## config.mk

```make
export PLATFORM = sky130hd
export DESIGN_NAME = fetch_unit
export DESIGN_NICKNAME = d
export VERILOG_FILES = /design/src/rtl/cpu_types_pkg.sv /design/src/rtl/if_id_reg.sv /design/src/rtl/fetch_unit.sv
export SDC_FILE = /design/constraint.sdc
export NUM_CORES = 1
export LEC_CHECK = 0
export BUFFER_PORTS_ARGS = -buffer_cell sky130_fd_sc_hd__buf_2
export CAP_MARGIN = 10
export CORE_MARGIN = 5
export CORE_UTILIZATION = 35
export DETAILED_ROUTE_END_ITERATION = 12
export GPL_ROUTABILITY_DRIVEN = 0
export PLACE_DENSITY_LB_ADDON = 0.1
export SLEW_MARGIN = 20
export SYNTH_ARGS = -nofsm -noshare
export SYNTH_HDL_FRONTEND = slang
export SYNTH_HIERARCHICAL = 1
export SYNTH_SLANG_ARGS = --single-unit
```

## constraint.sdc

```tcl
create_clock -name CLK -period 2 [get_ports CLK]
set_input_delay 0.2 -clock CLK [delete_from_list [all_inputs] [get_ports CLK]]
set_output_delay 0.2 -clock CLK [all_outputs]
set_load 0.02 [all_outputs]
```

## src/rtl/cpu_types_pkg.sv

```systemverilog
// Shared types and constants for the pipelined MIPS core.
package cpu_types_pkg;

  typedef logic [31:0] word_t;

  // FETCH:  normal issue.
  // DRAIN:  waiting out a read whose target was squashed by a redirect.
  // HALTED: no more requests until reset.
  typedef enum logic [1:0] {
    FETCH  = 2'd0,
    DRAIN  = 2'd1,
    HALTED = 2'd2
  } fetch_state_t;

  // sll $0,$0,0
  localparam word_t NOP_INSTR = 32'h0000_0000;

endpackage

```

## src/rtl/if_id_reg.sv

```systemverilog
// IF/ID pipeline register: flush inserts a bubble, hold keeps the contents,
// load captures a fetched word. Priority is flush > hold > load.
module if_id_reg
  import cpu_types_pkg::*;
#(
  parameter word_t NOP_INSTR = cpu_types_pkg::NOP_INSTR
) (
  input  logic  CLK,
  input  logic  nRST,
  input  logic  load_i,
  input  logic  flush_i,
  input  logic  hold_i,
  input  word_t instr_i,
  input  word_t npc_i,
  output word_t instr_o,
  output word_t npc_o,
  output logic  valid_o
);

  word_t instr_q, instr_d;
  word_t npc_q, npc_d;
  logic  valid_q, valid_d;

  always_comb begin
    instr_d = instr_q;
    npc_d   = npc_q;
    valid_d = valid_q;
    if (flush_i) begin
      instr_d = NOP_INSTR;
      npc_d   = '0;
      valid_d = 1'b0;
    end else if (hold_i) begin
      instr_d = instr_q;
      npc_d   = npc_q;
      valid_d = valid_q;
    end else if (load_i) begin
      instr_d = instr_i;
      npc_d   = npc_i;
      valid_d = 1'b1;
    end
  end

  always_ff @(posedge CLK) begin
    if (!nRST) begin
      instr_q <= NOP_INSTR;
      npc_q   <= '0;
      valid_q <= 1'b0;
    end else begin
      instr_q <= instr_d;
      npc_q   <= npc_d;
      valid_q <= valid_d;
    end
  end

  assign instr_o = instr_q;
  assign npc_o   = npc_q;
  assign valid_o = valid_q;

endmodule

```

## src/rtl/fetch_unit.sv

```systemverilog
// Instruction-fetch stage: owns the PC, issues imem reads, handles ihit waits,
// stalls, redirects and halt, and feeds the IF/ID register.
// Memory handshake: iREN requests imemaddr; ihit=1 means imemload is valid for
// that address this cycle; the address is held stable until ihit arrives.
module fetch_unit
  import cpu_types_pkg::*;
#(
  parameter word_t PC_INIT   = 32'h0000_0000,
  parameter word_t NOP_INSTR = cpu_types_pkg::NOP_INSTR
) (
  input  logic         CLK,
  input  logic         nRST,
  input  logic         ihit,
  input  word_t        imemload,
  output logic         iREN,
  output word_t        imemaddr,
  input  logic         stall,
  input  logic         redirect,
  input  word_t        redirect_pc,
  input  logic         halt_id,
  output word_t        instr_id,
  output word_t        npc_id,
  output logic         valid_id,
  output fetch_state_t state_o
);

  fetch_state_t state_q, state_d;
  word_t        pc_q, pc_d;
  word_t        pend_q, pend_d;
  logic         ifid_load, ifid_flush, ifid_hold;
  word_t        pc_plus4;

  assign pc_plus4 = pc_q + 32'd4;

  always_comb begin
    state_d    = state_q;
    pc_d       = pc_q;
    pend_d     = pend_q;
    ifid_load  = 1'b0;
    ifid_flush = 1'b0;
    ifid_hold  = 1'b0;
    unique case (state_q)
      FETCH: begin
        // Redirect outranks halt: a halt in ID is on the squashed path.
        if (redirect) begin
          ifid_flush = 1'b1;
          if (ihit) begin
            pc_d = redirect_pc;
          end else begin
            pend_d  = redirect_pc;
            state_d = DRAIN;
          end
        end else if (halt_id) begin
          ifid_flush = 1'b1;
          state_d    = HALTED;
        end else if (stall) begin
          ifid_hold = 1'b1;
        end else if (ihit) begin
          ifid_load = 1'b1;
          pc_d      = pc_plus4;
        end else begin
          ifid_flush = 1'b1;
        end
      end
      DRAIN: begin
        ifid_flush = 1'b1;
        if (redirect) begin
          pend_d = redirect_pc;
        end
        // The returned word belongs to the old address and is discarded.
        if (ihit) begin
          pc_d    = redirect ? redirect_pc : pend_q;
          state_d = FETCH;
        end
      end
      HALTED: begin
        ifid_flush = 1'b1;
      end
      default: begin
        ifid_flush = 1'b1;
        state_d    = FETCH;
      end
    endcase
  end

  always_ff @(posedge CLK) begin
    if (!nRST) begin
      state_q <= FETCH;
      pc_q    <= PC_INIT;
      pend_q  <= '0;
    end else begin
      state_q <= state_d;
      pc_q    <= pc_d;
      pend_q  <= pend_d;
    end
  end

  assign iREN     = (state_q != HALTED);
  assign imemaddr = pc_q;
  assign state_o  = state_q;

  if_id_reg #(
    .NOP_INSTR(NOP_INSTR)
  ) u_if_id (
    .CLK     (CLK),
    .nRST    (nRST),
    .load_i  (ifid_load),
    .flush_i (ifid_flush),
    .hold_i  (ifid_hold),
    .instr_i (imemload),
    .npc_i   (pc_plus4),
    .instr_o (instr_id),
    .npc_o   (npc_id),
    .valid_o (valid_id)
  );

endmodule

```

* Word-level counts from Yosys, hierarchy flattened
Index checks and enable logic that the tools add are counted.
Word-level totals: register bits after elaboration 131, bits of input ports 70, output and inout bits 100
Operators by class: $add $sub $neg 1, equality and inequality tests 12, mux-type cells 30, bitwise logic cells 3, reductions and logical operators 7
Operator list (number):
- $mux W32 | 9
- $pmux W32 S2 | 2
- $add A32 B3 Y32 const B | 1
- $ne A3 B3 Y1 const B | 5
- $mux W1 | 14
- $mux W2 | 4
- $ne A2 B2 Y1 const B | 4
- $pmux W2 S3 | 1
- $reduce_and A6 Y1 | 1
- $ne A4 B4 Y1 const B | 1
- $reduce_and A4 Y1 | 1
- $not A1 Y1 | 3
- $reduce_and A3 Y1 | 1
- $eq A2 B1 Y1 const B | 1
- $eq A2 B2 Y1 const B | 1
- $logic_not A2 Y1 | 1
- $reduce_and A2 Y1 | 1
- $reduce_bool A2 Y1 | 1
- $reduce_or A2 Y1 | 1

* Longest topological paths before layout
Gate-level depths: netlist of the first run.
word-level depth 6, depth in mapped cells 9, gate-level depth less buffers 7

* Hierarchy
Netlist of the first run, hierarchy kept.
By module, submodules not included:
- fetch_unit | instances 1, cells an instance 514, area an instance 3957.5 um2, sequential area each 1321.3 um2
- if_id_reg | instances 1, cells an instance 283, area an instance 2240.9 um2, sequential area each 1301.2 um2

* Worst setup path before layout of the first run
OpenSTA, ideal clock, no wires.
path type register to register, from register pc_q[2], in the netlist imemaddr[2], to register u_if_id.npc_q[26], in the netlist u_if_id/npc_o[26], setup time 132 ps, arrival 1759 ps, required time 1868 ps, setup slack 109 ps, cell stages (with the launch flop) 9, buffers on the path 1, cell sequence dfxtp_1 ha_1 nand3_1 nor4_4 buf_6 nand3_1 xnor2_1 nand2_1 a21oi_1
On the way: word-level cells in the longest chain between the ends 1
Ends and longest elaborated chain:
- start, declared | RTL line fetch_unit.sv:28 | word_t pc_q, pc_d;
- start signal, assigned | RTL line fetch_unit.sv:93 | pc_q <= pc_d;
- $add A32 B3 Y32 | RTL line fetch_unit.sv:33 | assign pc_plus4 = pc_q + 32'd4;
- named net pc_plus4[26] | RTL line fetch_unit.sv:31 | word_t pc_plus4;
- end signal, assigned | RTL line if_id_reg.sv:50 | npc_q <= npc_d;
- end, declared | RTL line if_id_reg.sv:21 | word_t npc_q, npc_d;
The timed path passes the listed nets, and every way through them passes these cells. A chain may end at the register's enable or synchronous reset.

* Worst setup path in the final report of the first run
from register pc_q[3], in the netlist imemaddr[3], to register u_if_id.npc_q[14], in the netlist u_if_id/npc_o[14]
Same word-level chain as after synthesis.

==> impl_metrics.csv, run 1 <==
group,metric,value,unit
logic_synthesis,yosysWarnings,6,
timing,setup_violations,0,
timing,timing.hold.ws,0.02045,ns
final_layout,nFillCells,1789,
timing,fin_tns_setup,0,ns
logic_synthesis,yosysTopAreaCell,"dfxtp_1",
worst_setup_path,endpoint_kind,"flop",
clock_tree,path_clk_slew,0.06,ns
pwr,powerDensity,885.9,mW/mm^2
worst_setup_path,worstPathArrival,2.16,ns
hold_path,hold_path_class,"primary input to flop",
final_layout,drive_above_1_share,26.99,%
clock_tree,h-tree-depth,4,
clock_tree,cts_buffer_depth,2,
routing,ant_nets,0,
pwr,vdd_drop_max,0.5734,mV
routing,via_count,5980,
timing,finalHoldViolCount,0,
logic_synthesis,synthesis.area,0.006198,mm^2
worst_setup_path,worst_path_max_delay_cell,"nor3_1",
routing,wl_met3,1332,um
worst_setup_path,critPathBufInv,1,
grt,grt_pass1_wl,30630,um
placed_design,portBuffers,169,
grt,grt_pass1_vias,5495,
timing,rsz0062_at_grt,"no",
worst_setup_path,worst-setup-path-type,"flop to flop",
final_layout,diodes,0,
logic_synthesis,yosysMostFrequentCell,"nand2_1",
floorplanning,dieWidth,143.1,um
pwr,total_leakage_power,3.393,nW
worst_setup_path,required,2.35,ns
final_layout,syn2layout_area_growth,32.03,%
worst_setup_path,crit_path_cell_trace,"ha_1 > nand3_1 > buf_4 > nor3_1 > xor2_1 > nand2_1 > a21oi_1",
grt,grt_remaining_overflow,0,
grt,grt_max_degree,66,
clock_tree,numCtsBuffers,17,
placed_design,dp_hpwl,13920,um
clock_tree,clock_latency,0.42,ns
timing,fin_crit,1.814,ns
logic_synthesis,synth_cell_types,59,
routing,drt-initial-drc-count,326,
timing,tightest_slew,0.6241,ns
logic_synthesis,synth_edf_count,0,
worst_setup_path,reg2reg_slack,0.19,ns
logic_synthesis,synthFlopType,"dfxtp_1",
floorplanning,initial_utilization,35.71,%
floorplanning,std_cell_rows,48,
routing,met1_length,9835,um
timing,slew_violations,0,
timing,fmax,551.3,MHz
logic_synthesis,synth_cells,797,
routing,drt_wl_total,19560,um
worst_setup_path,worst_path_largest_cell_delay,0.37,ns
final_layout,fin_nets,1040,
worst_setup_path,crit_family,"simple AND/OR/NAND/NOR gates",
timing,clock_skew,0.006107,ns
timing,period_share,90.69,%
routing,routedWlPerCell,16.21,um
flow_run,maxCapViolCount,0,
logic_synthesis,yosys-top-cells-count,"nand2_1 (232), dfxtp_1 (131), a21oi_1 (87)",
logic_synthesis,syn_nets,868,
routing,highest_layer,"met4",
logic_synthesis,ys_ff_latch,131,
logic_synthesis,yosys-top-cells-area,"dfxtp_1 (42%), nand2_1 (14%), a21oi_1 (7.0%)",
clock_tree,cts_sinks,131,
floorplanning,core_area,0.01736,mm^2
logic_synthesis,synth_area_per_cell,7.777,um^2
worst_setup_path,critPathLaunchType,"flop",
routing,viasPerCell,4.954,
grt,grtUsageTotal,18.86,%
timing,relSlewSlack,58.40,%
clock_tree,clockRootBuffer,"clkbuf_16",
clock_tree,tritoncts,"yes",
routing,met2_length,8111,um
logic_synthesis,synth_top_area_share,42.31,%
worst_setup_path,critPathMaxFanout,6,
routing,drc,0,
floorplanning,die_area,0.02047,mm^2
logic_synthesis,synth_seq_area_share,42.31,%
grt,antenna_found_initial,0,
status,status,"completed",
floorplanning,pin_count,170,
floorplanning,chipHeight,143.1,um
routing,firstDrtPassIters,4,
logic_synthesis,async_flop_share,0,%
==> logic make-up (layout without fill, tap and decap cells) <==
kind of cell	count (synthesis)	in the layout	share of synthesized area, %
compound gates	211	211	21.11
simple gates	354	354	26.52
flops	131	131	42.31
mux	1	1	0.1615
fa+ha+maj	1	1	0.2018
buf+inv	71	256	5.733
xor+xnor	28	28	3.956
==> cell usage in the layout (no fill, tap or decap), types with 5 or more instances in the layout <==
| cell type | n |
|---|---|
| inv_1 | 5 |
| nand4_1 | 14 |
| nor3_1 | 9 |
| buf_4 | 41 |
| nand4b_1 | 6 |
| nor2_1 | 29 |
| nand3_1 | 21 |
| dfxtp_1 | 131 |
| buf_12 | 7 |
| bufinv_16 | 7 |
| xor2_1 | 6 |
| and3_1 | 16 |
| a21oi_1 | 87 |
| a31oi_1 | 10 |
| xnor2_1 | 22 |
| nand2_1 | 232 |
| o211ai_1 | 9 |
| clkbuf_16 | 17 |
| o21ai_0 | 31 |
| buf_2 | 169 |
| a21boi_0 | 35 |
==> flip-flops by register name (all words and copies together), names as in the netlist <==
| name | cells |
|---|---|
| u_if_id/npc_o | 32 |
| state_o | 2 |
| imemaddr | 32 |
| u_if_id/valid_o | 1 |
| u_if_id/instr_o | 32 |
| pend_q | 32 |
==> repair_timing <==
action                     4_1_cts  5_1_grt
gates resized for setup          0        2
hold endpoints to repair         1        0
hold buffers                     1        0
buffers inserted                 0        0
setup endpoints to repair        0        2
==> path summary, 6_finish.rpt <==
path | from | end | cells past startpoint
worst max-delay path | imemaddr[3] | u_if_id/npc_o[14] | 7
worst min-delay path | imemload[27] | u_if_id/instr_o[27] | 3
worst max register to register | imemaddr[3] | u_if_id/npc_o[14] | 7
worst min register to register | u_if_id/npc_o[14] | u_if_id/npc_o[14] | 2
==> where the power goes <==
part	total (mW)	leakage [nW]	switching, mW	internal (mW)
Sequential	2.76	1.06	0.0702	2.69
Combinational	0.770	1.99	0.466	0.304
Clock	3.72	0.345	1.18	2.54
==> final cells by class <==
class                      instances  area [um^2]  share of cell area (%)
clock buffer                      20        456.7                   5.580
clock inverter                    12        250.2                   3.058
inverter                           5        18.77                  0.2293
multi-input combinational        595         3239                   39.58
sequential                       131         2623                   32.04
tap                              225        281.5                   3.440
timing repair buffer             219         1315                   16.07
==> layer usage <==
layer	track usage, %	vias up
met2	26.48	188
met3	4.052	21
li1	-	3092
met1	28.32	2679
met5	0	-
met4	6.453	0
==> through the flow <==
step           area, um^2  std cells  util (%)  total power, mW  setup slack, ns
2_1_floorplan        6198        797         -            3.260           0.1086
3_3_place_gp         7457       1174     42.96            3.591           0.1921
3_5_place_dp         7457       1174     42.96            3.587           0.1665
4_1_cts              8174       1207     47.09            7.339           0.1589
5_1_grt              8184       1207     47.15            7.546          0.01639
6_report             8184       1207     47.15            7.250           0.1861
==> worst min-delay path, stage by stage <==
cell and delay [ns]:
buf_2 0.09, nand2_1 0.04, a21oi_1 0.05
Note: power is estimated with default switching activity, not from simulation.
==> inputs of run 2 (changes only) <==
==> constraint.sdc (replaced) <==
create_clock -name CLK -period 2.3 [get_ports CLK]
set_input_delay 0.23 -clock CLK [delete_from_list [all_inputs] [get_ports CLK]]
set_output_delay 0.23 -clock CLK [all_outputs]
set_load 0.02 [all_outputs]
==> impl_metrics.csv, run 2 (same netlist as run 1, synthesis figures left out) <==
group,metric,value,unit
grt,grt_pass1_wl,30920,um
clock_tree,cts_resized,0,
final_layout,fin_nets,1026,
timing,fmax,472.2,MHz
final_layout,final_cell_area,0.007880,mm^2
final_layout,nFillCells,1820,
worst_setup_path,critPathMaxFanout,8,
routing,drc,0,
clock_tree,cts_buffer_depth,2,
clock_tree,postCtsHoldBufs,0,
final_layout,diodes,0,
worst_setup_path,worst-setup-path-type,"flop to flop",
worst_setup_path,critPathLaunchType,"flop",
floorplanning,pin_count,170,
clock_tree,path_clk_slew,0.06,ns
pwr,total_leakage_power,3.223,nW
routing,firstDrtPassIters,4,
clock_tree,numCtsBuffers,17,
worst_setup_path,reg2reg_slack,0.18,ns
pwr,powerDensity,710.4,mW/mm^2
final_layout,drive_above_1_share,25.72,%
timing,setup_violations,0,
worst_setup_path,r2r_cells,7,
timing,finalHoldViolCount,0,
grt,grt_pass1_vias,5655,
timing,period_share,92.07,%
clock_tree,cts_sinks,131,
clock_tree,post_cts_buffers,0,
timing,clock_skew,0.007473,ns
routing,drt_wl_total,19510,um
timing,tightest_slew,0.7069,ns
timing,relSlewSlack,52.88,%
grt,grt_max_degree,66,
clock_tree,h-tree-depth,4,
floorplanning,std_cell_rows,48,
timing,slew_violations,0,
flow_run,maxCapViolCount,0,
final_layout,multi_input_area,0.003233,mm^2
timing,rsz0062_at_grt,"no",
grt,antenna_found_initial,0,
final_layout,layout_common_cells,"nand2_1 (232), buf_2 (169), dfxtp_1 (131)",
pwr,vdd_drop_max,0.5081,mV
clock_tree,clockRootBuffer,"clkbuf_16",
floorplanning,initial_utilization,35.71,%
grt,grt_remaining_overflow,0,
routing,viasPerCell,4.986,
floorplanning,chipHeight,143.1,um
placed_design,dp.cells,1161,
placed_design,portBuffers,169,
hold_path,hold_path_class,"primary input to flop",
worst_setup_path,rr_startpoint,"imemaddr[3]",
final_layout,syn2layout_area_growth,27.13,%
floorplanning,dieWidth,143.1,um
clock_tree,clock_latency,0.41,ns
timing,fin_tns_setup,0,ns
placed_design,dp_hpwl,14260,um
timing,fin_crit,2.118,ns
floorplanning,core_area,0.01736,mm^2
worst_setup_path,worstPathArrival,2.46,ns
routing,routedWlPerCell,16.35,um
clock_tree,tritoncts,"yes",
routing,drt-initial-drc-count,276,
hold_path,worstHoldStart,"imemload[2]",
worst_setup_path,required,2.64,ns
hold_path,whs_endpoint,"u_if_id/instr_o[2]",
pwr,p_total,5.598,mW
floorplanning,die_area,0.02047,mm^2
routing,via_count,5948,
hold_path,min_delay_path_depth,3,
final_layout,seq_area,0.002623,mm^2
final_layout,final_common_cell,"nand2_1",
grt,grtUsageTotal,18.92,%
worst_setup_path,endpoint_kind,"flop",
final_layout,fin_cells,1193,
placed_design,placed_area,0.007322,mm^2
timing,timing.hold.ws,0.04825,ns
worst_setup_path,worstReg2RegEnd,"imemaddr[22]",
status,status,"completed",
routing,ant_nets,0,
[run 2: changes by cell type in the layout (fill, tap and decap cells not counted)]
cell	change
clkinvlp_4	+4
clkbuf_1	+2
clkinv_4	-3
buf_6	-1
inv_6	-1
bufinv_16	-6
clkinv_2	+3
dlygate4sd3_1	-1
nor4_1	+1
nor4_2	-1
buf_4	-9
clkbuf_8	+1
buf_12	-3
[run 2: area by class of cell]
class / count / area share (%)
inverters: 5 / 0.2382
well taps: 225 / 3.573
repair buffers: 205 / 14.80
multi-input cells: 595 / 41.03
flip-flops and latches: 131 / 33.28
clock inverters: 9 / 1.016
clock buffers: 23 / 6.065
[run 2: per-stage QoR]
step                utilization (%)  worst slack, ns
global route                  45.40          0.02741
detailed placement            42.19           0.2038
CTS                           45.40           0.1756
finish                        45.40           0.1825
global placement              42.19           0.2564
floorplan                         -           0.4086
[run 2: power by group]
group | switching, mW | internal [mW]
sequential | 0.0779 | 2.34
clock | 0.994 | 1.56
combinational | 0.382 | 0.239
total | 1.45 | 4.14
[run 2: per-layer routing]
layer | vias to the layer above | global-route usage (%) | share of wire (%)
met1 | 2689 | 27.09 | 49
met5 | - | 0 | 0
met2 | 182 | 27.99 | 42
met3 | 19 | 4.722 | 7.3
li1 | 3058 | - | -
met4 | 0 | 5.853 | 1.2
[run 2: worst max-delay path: stages (launching register included)]
cell and delay (ns):
dfxtp_1 0.41, ha_1 0.21, nand3_1 0.25, nor4_4 0.47
buf_4 0.25, and4_2 0.23, o21ai_0 0.07, a21boi_1 0.14
[run 2: worst max-delay path by stage]
stage / startpoint / endpoint / slack, ns
after floorplan: imemaddr[2] / u_if_id/npc_o[26] / 0.41
after global placement: imemaddr[11] / imemaddr[22] / 0.26
after detailed placement: imemaddr[3] / imemaddr[22] / 0.20
after CTS: imemaddr[3] / imemaddr[22] / 0.18
after global routing: imemaddr[3] / imemaddr[22] / 0.03
final: imemaddr[3] / imemaddr[22] / 0.18
